`src/rtl/pd_pkg.sv`:
```
// Shared widths, saturation limits and a signed-saturation helper for the PD math datapath.
package pd_pkg;

  localparam int ERR_W   = 10;
  localparam int DIFF_W  = 7;
  localparam int DTERM_W = 12;

  localparam int ERR_MAX  = 511;
  localparam int ERR_MIN  = -512;
  localparam int DIFF_MAX = 63;
  localparam int DIFF_MIN = -64;

  // Clamp a 17-bit signed value into [lo, hi]; caller keeps the low bits it needs.
  function automatic logic signed [16:0] sat_signed(input logic signed [16:0] v,
                                                    input int lo, input int hi);
    int vi;
    vi = int'(v);
    if (vi > hi)      return 17'(hi);
    else if (vi < lo) return 17'(lo);
    else              return v;
  endfunction

endpackage

```
`src/rtl/pd_err_queue.sv`:
```
// Circular history of saturated errors; dout is the entry that will be overwritten next.
// Optional synchronous flush via clr when PD_QUEUE_FLUSH_EN is defined.
module pd_err_queue
  import pd_pkg::*;
#(
  parameter int DEPTH = 12
) (
  input  logic                    clk,
  input  logic                    rst_n,
  input  logic                    push,
`ifdef PD_QUEUE_FLUSH_EN
  input  logic                    clr,
`endif
  input  logic signed [ERR_W-1:0] din,
  output logic signed [ERR_W-1:0] dout
);

  localparam int PTR_W = (DEPTH > 1) ? $clog2(DEPTH) : 1;

  logic signed [ERR_W-1:0] mem [DEPTH];
  logic        [PTR_W-1:0] ptr;

  assign dout = mem[ptr];

  always_ff @(posedge clk or negedge rst_n) begin
    if (!rst_n) begin
      ptr <= '0;
      for (int unsigned i = 0; i < DEPTH; i++) mem[i] <= '0;
    end
`ifdef PD_QUEUE_FLUSH_EN
    // Flush overrides a coincident push so the queue ends all-zero.
    else if (clr) begin
      ptr <= '0;
      for (int unsigned i = 0; i < DEPTH; i++) mem[i] <= '0;
    end
`endif
    else if (push) begin
      mem[ptr] <= din;
      if (ptr == PTR_W'(DEPTH - 1)) ptr <= '0;
      else                          ptr <= ptr + 1'b1;
    end
  end

endmodule

```
`src/rtl/pd_math.sv`:
```
// Two-stage PD term pipeline: saturated error capture, then P (5/8 gain) and D terms.
// Define PD_QUEUE_FLUSH_EN to add the clr_q history-flush input.
module pd_math
  import pd_pkg::*;
#(
  parameter int         D_QUEUE_DEPTH = 12,
  parameter logic [4:0] D_COEFF       = 5'd7
) (
  input  logic                      clk,
  input  logic                      rst_n,
  input  logic                      vld,
`ifdef PD_QUEUE_FLUSH_EN
  input  logic                      clr_q,
`endif
  input  logic signed [15:0]        desired,
  input  logic signed [15:0]        actual,
  output logic signed [ERR_W-1:0]   pterm,
  output logic signed [DTERM_W-1:0] dterm,
  output logic                      out_vld
);

  logic signed [16:0]          err_full;
  logic signed [16:0]          err_sat17;
  logic signed [ERR_W-1:0]     err_q;
  logic                        stage1_vld;
  logic signed [ERR_W-1:0]     q_dout;
  logic signed [ERR_W-1:0]     prev_err;
  logic signed [ERR_W:0]       diff;
  logic signed [16:0]          diff_sat17;
  logic signed [DIFF_W-1:0]    diff_s;
  logic signed [5:0]           coeff;
  logic signed [DIFF_W+5:0]    prod;

  always_comb begin
    err_full   = {actual[15], actual} - {desired[15], desired};
    err_sat17  = sat_signed(err_full, ERR_MIN, ERR_MAX);
`ifdef PD_QUEUE_FLUSH_EN
    prev_err   = clr_q ? '0 : q_dout;
`else
    prev_err   = q_dout;
`endif
    diff       = {err_q[ERR_W-1], err_q} - {prev_err[ERR_W-1], prev_err};
    diff_sat17 = sat_signed({{(17-ERR_W-1){diff[ERR_W]}}, diff}, DIFF_MIN, DIFF_MAX);
    diff_s     = diff_sat17[DIFF_W-1:0];
    coeff      = {1'b0, D_COEFF};
    prod       = (DIFF_W+6)'(diff_s) * (DIFF_W+6)'(coeff);
  end

  always_ff @(posedge clk or negedge rst_n) begin
    if (!rst_n) begin
      err_q      <= '0;
      stage1_vld <= 1'b0;
    end else begin
      stage1_vld <= vld;
      if (vld) err_q <= err_sat17[ERR_W-1:0];
    end
  end

  always_ff @(posedge clk or negedge rst_n) begin
    if (!rst_n) begin
      pterm   <= '0;
      dterm   <= '0;
      out_vld <= 1'b0;
    end else begin
      out_vld <= stage1_vld;
      if (stage1_vld) begin
        pterm <= (err_q >>> 1) + (err_q >>> 3);
        dterm <= prod[DTERM_W-1:0];
      end
    end
  end

  pd_err_queue #(
    .DEPTH (D_QUEUE_DEPTH)
  ) u_queue (
    .clk   (clk),
    .rst_n (rst_n),
    .push  (stage1_vld),
`ifdef PD_QUEUE_FLUSH_EN
    .clr   (clr_q),
`endif
    .din   (err_q),
    .dout  (q_dout)
  );

endmodule
```
`config.mk`:
```
export PLATFORM = sky130hd
export DESIGN_NAME = pd_math
export DESIGN_NICKNAME = d
export VERILOG_FILES = /design/src/rtl/pd_pkg.sv /design/src/rtl/pd_err_queue.sv /design/src/rtl/pd_math.sv
export SDC_FILE = /design/constraint.sdc
export NUM_CORES = 1
export LEC_CHECK = 0
export ABC_AREA = 1
export BUFFER_PORTS_ARGS = -buffer_cell sky130_fd_sc_hd__buf_2
export CELL_PAD_IN_SITES_DETAIL_PLACEMENT = 1
export CELL_PAD_IN_SITES_GLOBAL_PLACEMENT = 1
export CORE_UTILIZATION = 35
export CTS_CLUSTER_DIAMETER = 30
export CTS_CLUSTER_SIZE = 28
export DETAILED_ROUTE_END_ITERATION = 16
export HOLD_SLACK_MARGIN = 0.15
export MAX_ROUTING_LAYER = met4
export PLACE_DENSITY = 0.73
export RECOVER_POWER = 50
export SETUP_SLACK_MARGIN = 0.4
export SLEW_MARGIN = 40
export SYNTH_ARGS = -nofsm -noshare
export SYNTH_HDL_FRONTEND = slang
export SYNTH_SLANG_ARGS = --single-unit
```
`constraint.sdc`:
```
create_clock -name clk -period 15 [get_ports clk]
set_input_delay 0.75 -clock clk [delete_from_list [all_inputs] [get_ports clk]]
set_output_delay 0.75 -clock clk [all_outputs]
set_load 0.02 [all_outputs]
```
# == Word-level counts from Yosys, hierarchy flattened ==
# Index checks and enable logic that the tools add are counted.
# word_totals
wordCells,43
in_bits,35
regBits,158
out_inout_bits,23
# op_classes
n_reduce_logical,1
magnitude_cmp,6
bitwise,1
multipliers,1
n_mux,11
add_sub_neg,4
n_eq_ne,1
# op_table
op,count
120-bit bitwise mux,1
10-bit 2-to-1 mux,5
10-bit binary-select mux with 4-bit select,1
10-bit demux with 4-bit select,1
"17-bit by 10-bit greater-than comparator with 1-bit output, second input constant",1
"17-bit by 10-bit < comparator with 1-bit output, second input constant",1
16-bit by 16-bit subtractor with 17-bit output,1
7-bit 2-to-1 mux,2
"11-bit by 7-bit greater-than comparator with 1-bit output, second input constant",1
"11-bit by 7-bit < comparator with 1-bit output, second input constant",1
"7-bit by 4-bit multiplier with 11-bit output, second input constant",1
10-bit by 10-bit subtractor with 11-bit output,1
9-bit by 7-bit adder with 10-bit output,1
"5-bit >= comparator, second input constant",1
"5-bit by 1-bit < comparator with 1-bit output, second input constant",1
4-bit NOT with 5-bit output,1
"4-bit by 1-bit adder with 4-bit output, second input constant",1
"4-bit equality test, second input constant",1
4-bit 2-to-1 mux,1
1-bit logical AND,1

# == Depth between registers and ports, before layout ==
# Gate-level depths: netlist of run 1.
# logic_depth
depth_word,9
depth_mapped,38

# == Cells and area by module ==
# A second synthesis of run 1 with hierarchy kept.
# hier_totals
hier_cells,1355
area_unflattened_um2,9801.9
# modules_own_cells
module,seq_area_each_um2,instances,area_per_inst_um2,cells_each
pd_err_queue,3103.0,1,6132.1,844
pd_math,825.8,1,3669.8,511

# == Worst setup path before layout of run 1 ==
# OpenSTA, ideal clock, no wires.
# synth_timing
kind,reg-to-reg
from,register u_queue.ptr[0]
to,register dterm[8]
setup_ps,135
slack_ps,10122
t_arrival_ps,4743
path_buffers,2
path_stages_with_launch,33
required_ps,14865
path_cell_list,dfrtp_1 clkbuf_1 inv_2 clkbuf_1 o21ai_0 o22ai_1 nand2_1 nand3_1 ha_1 inv_1 fa_1 nand3_1 nand3_2 nand2_2 nand2_1 nand2_2 nand4_2 o21ai_2 inv_2 nand2_8 o21ai_2 ha_1 inv_1 fa_1 inv_1 ha_1 a21oi_1 nand2_1 nand2_1 nand2_1 a21oi_1 xor2_1 o21ai_0
# synth_via
elab_chain_len,9
word_cells_on_any_way,10
classes_between,add/sub (1); mul (1); order compare (2); mux (5); bitwise (1)
# synth_lines
item,line_no,source
"start, declared",pd_err_queue.sv:21,logic [PTR_W-1:0] ptr;
"start signal, assigned",pd_err_queue.sv:40,else ptr <= ptr + 1'b1;
4-bit NOT with 5-bit output (implied by the code) (*),pd_err_queue.sv:23,assign dout = mem[ptr];
10-bit binary-select mux with 4-bit select (*),pd_err_queue.sv:23,
10-bit 2-to-1 mux (implied by the code) (*) (2 in series),pd_err_queue.sv:23,
10-bit by 10-bit subtractor with 11-bit output (*),pd_math.sv:42,"diff = {err_q[ERR_W-1], err_q} - {prev_err[ERR_W-1], prev_err};"
11-bit by 7-bit < comparator with 1-bit output,pd_pkg.sv:19,else if (vi < lo) return 17'(lo);
7-bit 2-to-1 mux,pd_pkg.sv:19,
7-bit 2-to-1 mux (*),pd_pkg.sv:18,if (vi > hi) return 17'(hi);
7-bit by 4-bit multiplier with 11-bit output (*),pd_math.sv:46,prod = (DIFF_W+6)'(diff_s) * (DIFF_W+6)'(coeff);
"end signal, assigned",pd_math.sv:68,dterm <= prod[DTERM_W-1:0];
"end, declared",pd_math.sv:18,"output logic signed [DTERM_W-1:0] dterm,"
# Mark *: on every way between the ends. The rest lies on a longest branch, timed or not. The select of a mux whose other input is x is not followed.
# A chain may end at the register's enable or synchronous reset.

==> impl_results.md, run 1 <==
- Worst-path clk slew: approximately 0.070 ns
- Clock skew: around 0.0089 ns
- Critical-path maximum fanout: 82
- Core Rows: 59
- Cells on Worst Hold Path: 0
- Final Cycle Share: 0.519
- TNS Setup: 0 ns
- R2R Setup Slk: 9.02 ns
- Top post-synthesis cells by area: dfrtp_1 (42%), nand2_1 (14%), o21ai_0 (11%)
- Asr flop ratio synth: 1.00
- Initial Utilization: 0.358
- Hold_buf cts: 0
- Status: finished with violations
- Global Route Usage Sum: 0.205
- EDFF count, synth: 0
- Cell taking the most area after synthesis: dfrtp_1
- Final worst path period need: ~7.8 ns
- DRC: 0
- Post-synthesis sequential area ratio: 0.422
- Nets: 1,336
- Crit. End Element: asynchronous set/reset pin
- Die height: 165 µm
- H-tree levels: 4
- Most frequent cell after synthesis: nand2_1
- Layout cells sized above 1: 0.116
- Area grow syn2layout: 11.8%
- WP buf/inv: 2
- Horiz. Die Dim: approximately 170 µm
- Slew Limit Fails: 160
- Clk sinks: about 160
- CTS tree: yes
- Worst Path Arrival: between 7 and 8 ns
- Worst rel slew slack: -1.99
- Vias in the first global route: roughly 8,400
- Placed cell areas: 0.00984 mm²
- Met2 wire len: ~13,000 µm
- Critical Path Max Stage Delay: 3.10 ns
- Routed via count: approximately 8,100
- Placer Congestion: between 0.8 and 0.9
- Post-CTS Setup Inserts: 0
- Worst r2r path cells: 30
- DR WL met3: between 600 and 700 µm
- Fillers: about 3,200
- I/O Buffers: 57
- Worst-Margin Slew: 4.49 ns
- Post-Syn Area: about 0.0093 mm²
- Dpl hpwl: about 18,000 µm
- Final ANT Viol Nets: 0
- WHS: a little under 0.4 ns
- Synth warn: 0
- Netlist cell types: 39
- Crit-path leading delay family: buffers and inverters
- Vias/cell: between 5 and 6
- MaxCap Viol Count: 2
- Fin area: between 0.01 and 0.015 mm²
- IO Count: between 50 and 60
- #FFs+latches synth: roughly 160
- Die ar.: between 0.02 and 0.03 mm²
- Number of diodes: 0
- WP data required: 14.25 ns
- Core ar.: 0.0261 mm²
- Cells resized by post-CTS repair: 0
- Routed len/inst: roughly 16 µm
- Clock buffer depth: 2
- DR pass1 iterations: 4
- Worst skew pair latency: around 0.43 ns
- First-pass GRT wire length: between 40,000 and 50,000 µm
- Initial antenna violation count: 0
- Routed length on met1: approximately 12,000 µm
- Slowest CP cell: clkbuf_1
- Synth Instances: 1,222
- Synth top cells by count: nand2_1 (336), o21ai_0 (201), dfrtp_1 (157)
- Detailed Route WL: 25,700 µm
- HP Class: flop to flop
- Average size of a mapped cell: ~7.6 µm²
- Kind of critical path: input pin to asynchronous set/reset pin
- Final setup vio count: 0
- Most common cell on crit path: clkbuf_1
- Synth Flop Type: dfrtp_1
- Grt ovf: 0
- Critical Path, Cell by Cell: clkbuf_1 -> clkbuf_1
- Iteration-0 DRC Markers: around 470
- Cts bufs inserted: 17
- Max Used Layer: met4
- Min-delay src: stage1_vld
- Syn_nets: 1,316
- CP startpoint kind: input pin
- RR Startpoint: u_queue.ptr[0]
- CTS root buffer: clkbuf_16
- Peak Freq: approximately 130 MHz
- Reg2reg end: dterm[9]
- WHS Endpoint: out_vld
- RSZ-0062 raised after global routing: no
- Endpoints failing hold: 0
- Synth top area share: 0.422
- Failing checks: max-capacitance violations, max-slew violations
- Largest net degree at the start of global routing: slightly above 80
through the flow:
step,instances,util,setup WS (ns)
6_report,1590,0.400,7.22
5_1_grt,1590,0.400,5.68
4_1_cts,1590,0.400,9.05
3_5_place_dp,1558,0.378,9.12
3_3_place_gp,1558,0.377,9.03
2_1_floorplan,1222,-,10.12
area by class of cell:
cell class	count	area, µm²	area share
clock inverters	14	159	0.0153
inverters	117	442	0.0424
clock buffers	18	439	0.0422
multi-input cells	886	4710	0.452
flip-flops and latches	157	3930	0.377
repair buffers	63	314	0.0302
well taps	335	419	0.0403
sequential cells by signal (all words and copies together) (netlist names):
signal / flops
u_queue.mem: 120
err_q: 10
pterm: 10
stage1_vld: 1
u_queue.ptr: 4
out_vld: 1
dterm: 11
layer usage:
layer,global-route usage,up-vias
li1,-,3993
met1,0.249,3929
met5,-,-
met4,0.0717,0
met3,0.0300,43
met2,0.347,114
worst max-delay path by stage:
stage / cells after the start / slack, ns / startpoint / end
4_1_cts: 31 / 9.05 / u_queue.ptr[0] / dterm[9]
2_1_floorplan: 32 / 10.12 / u_queue.ptr[0] / dterm[8]
5_1_grt: 2 / 5.68 / rst_n / u_queue.ptr[0]
3_5_place_dp: 28 / 9.12 / u_queue.ptr[0] / dterm[8]
6_report: 2 / 7.22 / rst_n / u_queue.ptr[0]
3_3_place_gp: 28 / 9.03 / u_queue.ptr[0] / dterm[8]
layout by cell type (no fill, tap or decap), types with 9 or more instances in the layout:
cell,Yosys,routed
dfrtp_1,157,156
o22ai_1,21,21
xor2_1,11,11
clkbuf_1,58,9
a21oi_1,32,32
nor2_1,113,113
clkbuf_16,0,17
nand2_2,21,22
a221oi_1,9,9
ha_1,52,52
nand2_1,336,335
buf_2,1,50
inv_1,110,109
o21ai_0,201,201
nand3_1,28,28
cell families (layout without fill, tap and decap cells):
family	after synthesis	count (layout)	synth area share
AO/OA/AOI/OAI	277	277	0.159
AND/OR/NAND/NOR	532	532	0.243
flip-flops	157	157	0.422
buffers and inverters	179	212	0.0731
XOR/XNOR	18	18	0.0177
adder cells (fa/ha/maj)	59	59	0.0849
Power of run 1 is left out: the tool's default activity adds up to more than one toggle a clock period on the data nets, which glitch-free logic cannot reach.
==> run 2, diff against run 1 <==
- PLACE_DENSITY: 0.73 -> 0.76
- clock period: 15 -> 6.53 ns (I/O delays scaled with it)
==> run 2 against run 1 <==
The run still ends with max-capacitance violations, max-slew violations left; clock skew shrank 0.00055 ns; cell count grew 0.38%; register-to-register slack lost 8.3 ns; sequential share of layout area is essentially flat; critical path depth grew 28; utilization is essentially flat; first-iteration DRC count shrank 16%; routed wire length grew 3.3%; die area is the same; worst hold slack gained 0.0033 ns; critical endpoint is now dterm[9].
==> impl_results.md, run 2 (synthesized netlist as in run 1, its figures left out) <==
- Status: finished with violations
- Failing checks: max-capacitance violations, max-slew violations
- Reg2reg end: dterm[9]
- Critical-path maximum fanout: 50
- Largest net degree at the start of global routing: 76
- Most frequent cells in the layout: nand2_1 (337), o21ai_0 (201), dfrtp_1 (156), nor2_1 (113), inv_1 (110)
- Fin area: between 0.01 and 0.015 mm²
- Worst rel slew slack: -1.77
- Cts bufs inserted: 17
- Worst r2r path cells: 30
- Crit-path leading delay family: compound AO/OA/AOI/OAI gates
- Area grow syn2layout: 11.6%
- Worst skew pair latency: roughly 0.43 ns
- Number of diodes: 0
- DR pass1 iterations: 5
- CTS root buffer: clkbuf_16
- Max reg flops: 120
- Core Rows: 59
- Slowest CP cell: a221oi_1
- Horiz. Die Dim: ~170 µm
- Clock skew: roughly 0.0083 ns
- H-tree levels: 4
- Die height: about 170 µm
- Routed len/inst: roughly 17 µm
- Clock buffer depth: 2
- RR Startpoint: u_queue.ptr[0]
- Final Cycle Share: 0.893
- Setup WS post-layout: about 0.7 ns
- Critical Path Max Stage Delay: ~0.57 ns
- WP buf/inv: 2
- TNS Setup: 0 ns
- Core ar.: between 0.02 and 0.03 mm²
- Dpl hpwl: ~18,000 µm
- Final ANT Viol Nets: 0
- Final setup vio count: 0
- Nets: between 1,000 and 1,500
- Most common cell on crit path: nand2_1
- Peak Freq: 171 MHz
- First-pass GRT wire length: around 44,000 µm
- Cells on Worst Hold Path: 6
- Kind of critical path: flop to flop
- RSZ-0062 raised after global routing: no
- Placer Congestion: around 0.9
- Worst-Margin Slew: between 4 and 5 ns
- MaxCap Viol Count: 1
- Final worst path period need: just under 6 ns
- Slew Limit Fails: 76
- Grt ovf: 0
- Vias/cell: 5.13
- DRC: 0
- Iteration-0 DRC Markers: approximately 390
- Cell count along the critical path: 30
- CTS tree: yes
- Global Route Usage Sum: 0.212
- Regs by FF count: u_queue.mem: 120 flops, dterm: 11 flops
- Worst Path Arrival: between 6 and 7 ns
- Routed via count: about 8,000
- Layout cells sized above 1: 0.0991
- I/O Buffers: 57
- Initial antenna violation count: 0
- Fin util: 0.399
- Endpoints failing hold: 0
- Vias in the first global route: between 8,000 and 9,000
- Placed cell areas: slightly below 0.01 mm²
- Clk sinks: between 150 and 200
- R2R Setup Slk: between 0.6 and 0.7 ns
- Initial Utilization: 0.358
- Die ar.: roughly 0.027 mm²
- Commonest non-fill, non-tap cell in the layout: nand2_1
- CP startpoint kind: flop
- Detailed Route WL: between 20,000 and 30,000 µm
- Crit. End Element: flop
- IO Count: 58
- Worst-path clk slew: 0.06 ns
- Setup WS pre-CTS: between 0.9 and 1 ns
- WP data required: slightly below 7 ns
- WHS Endpoint: err_q[1]
- Largest register by flop count: u_queue.mem
- HP Class: input pin to flop
- Min-delay src: actual[1]
==> run 2: cell types whose count changed in the layout (fill, tap and decap cells not counted), moves of 2 or more <==
cell           delta
buf_4             +5
buf_2            -18
clkinv_4          +2
clkbuf_1         +18
nand2_1           +2
dlygate4sd3_1     +2
nand3_2           -2
nand3_1           +2
inv_8             -2
inv_6             -2
==> run 2: worst min-delay path, delay by kind of cell <==
family	cells	cell delay (ns)
buffers and inverters	1	0.11
AND/OR/NAND/NOR	4	0.20
adder cells (fa/ha/maj)	1	0.16
==> run 2: area by class of cell <==
| type | instances | area, µm² |
|---|---|---|
| clock buffer | 19 | 443 |
| clock inverter | 12 | 139 |
| fill | 3199 | 15700 |
| inverter | 117 | 440 |
| multi-input combinational | 886 | 4680 |
| sequential | 157 | 3930 |
| tap | 335 | 419 |
| timing repair buffer | 70 | 350 |
==> run 2: routing by layer <==
| layer | GRT usage | share of wire | routed length (µm) |
|---|---|---|---|
| met1 | 0.263 | 0.46 | 12200 |
| met2 | 0.349 | 0.48 | 12900 |
| met3 | 0.0285 | 0.029 | 780 |
| met4 | 0.0872 | 0.029 | 759 |
| met5 | - | 0 | 0 |
==> run 2: worst max path at each step <==
stage | startpoint | end | slack, ns
4_1_cts | u_queue.ptr[2] | dterm[9] | 0.82
5_1_grt | u_queue.ptr[0] | dterm[9] | 0.36
3_5_place_dp | u_queue.ptr[2] | dterm[9] | 0.91
6_report | u_queue.ptr[0] | dterm[9] | 0.70
2_1_floorplan | u_queue.ptr[0] | dterm[8] | 1.65
3_3_place_gp | u_queue.ptr[0] | dterm[8] | 1.07
==> run 2: through the flow <==
| step | instances | hold slack [ns] |
|---|---|---|
| floorplan | 1222 | 0.0309 |
| global placement | 1563 | 0.409 |
| detailed placement | 1563 | 0.408 |
| CTS | 1596 | 0.393 |
| global route | 1596 | 0.456 |
| finish | 1596 | 0.393 |
==> run 2: timing repair <==
action | 4_1_cts | 5_1_grt
setup buffers | 0 | 0
endpoints found under the setup margin | 0 | 1
endpoints found under the hold margin | 75 | 0
gates resized for setup | 0 | 1
hold buffers | 2 | 0
Power of run 2 is left out for the same reason.
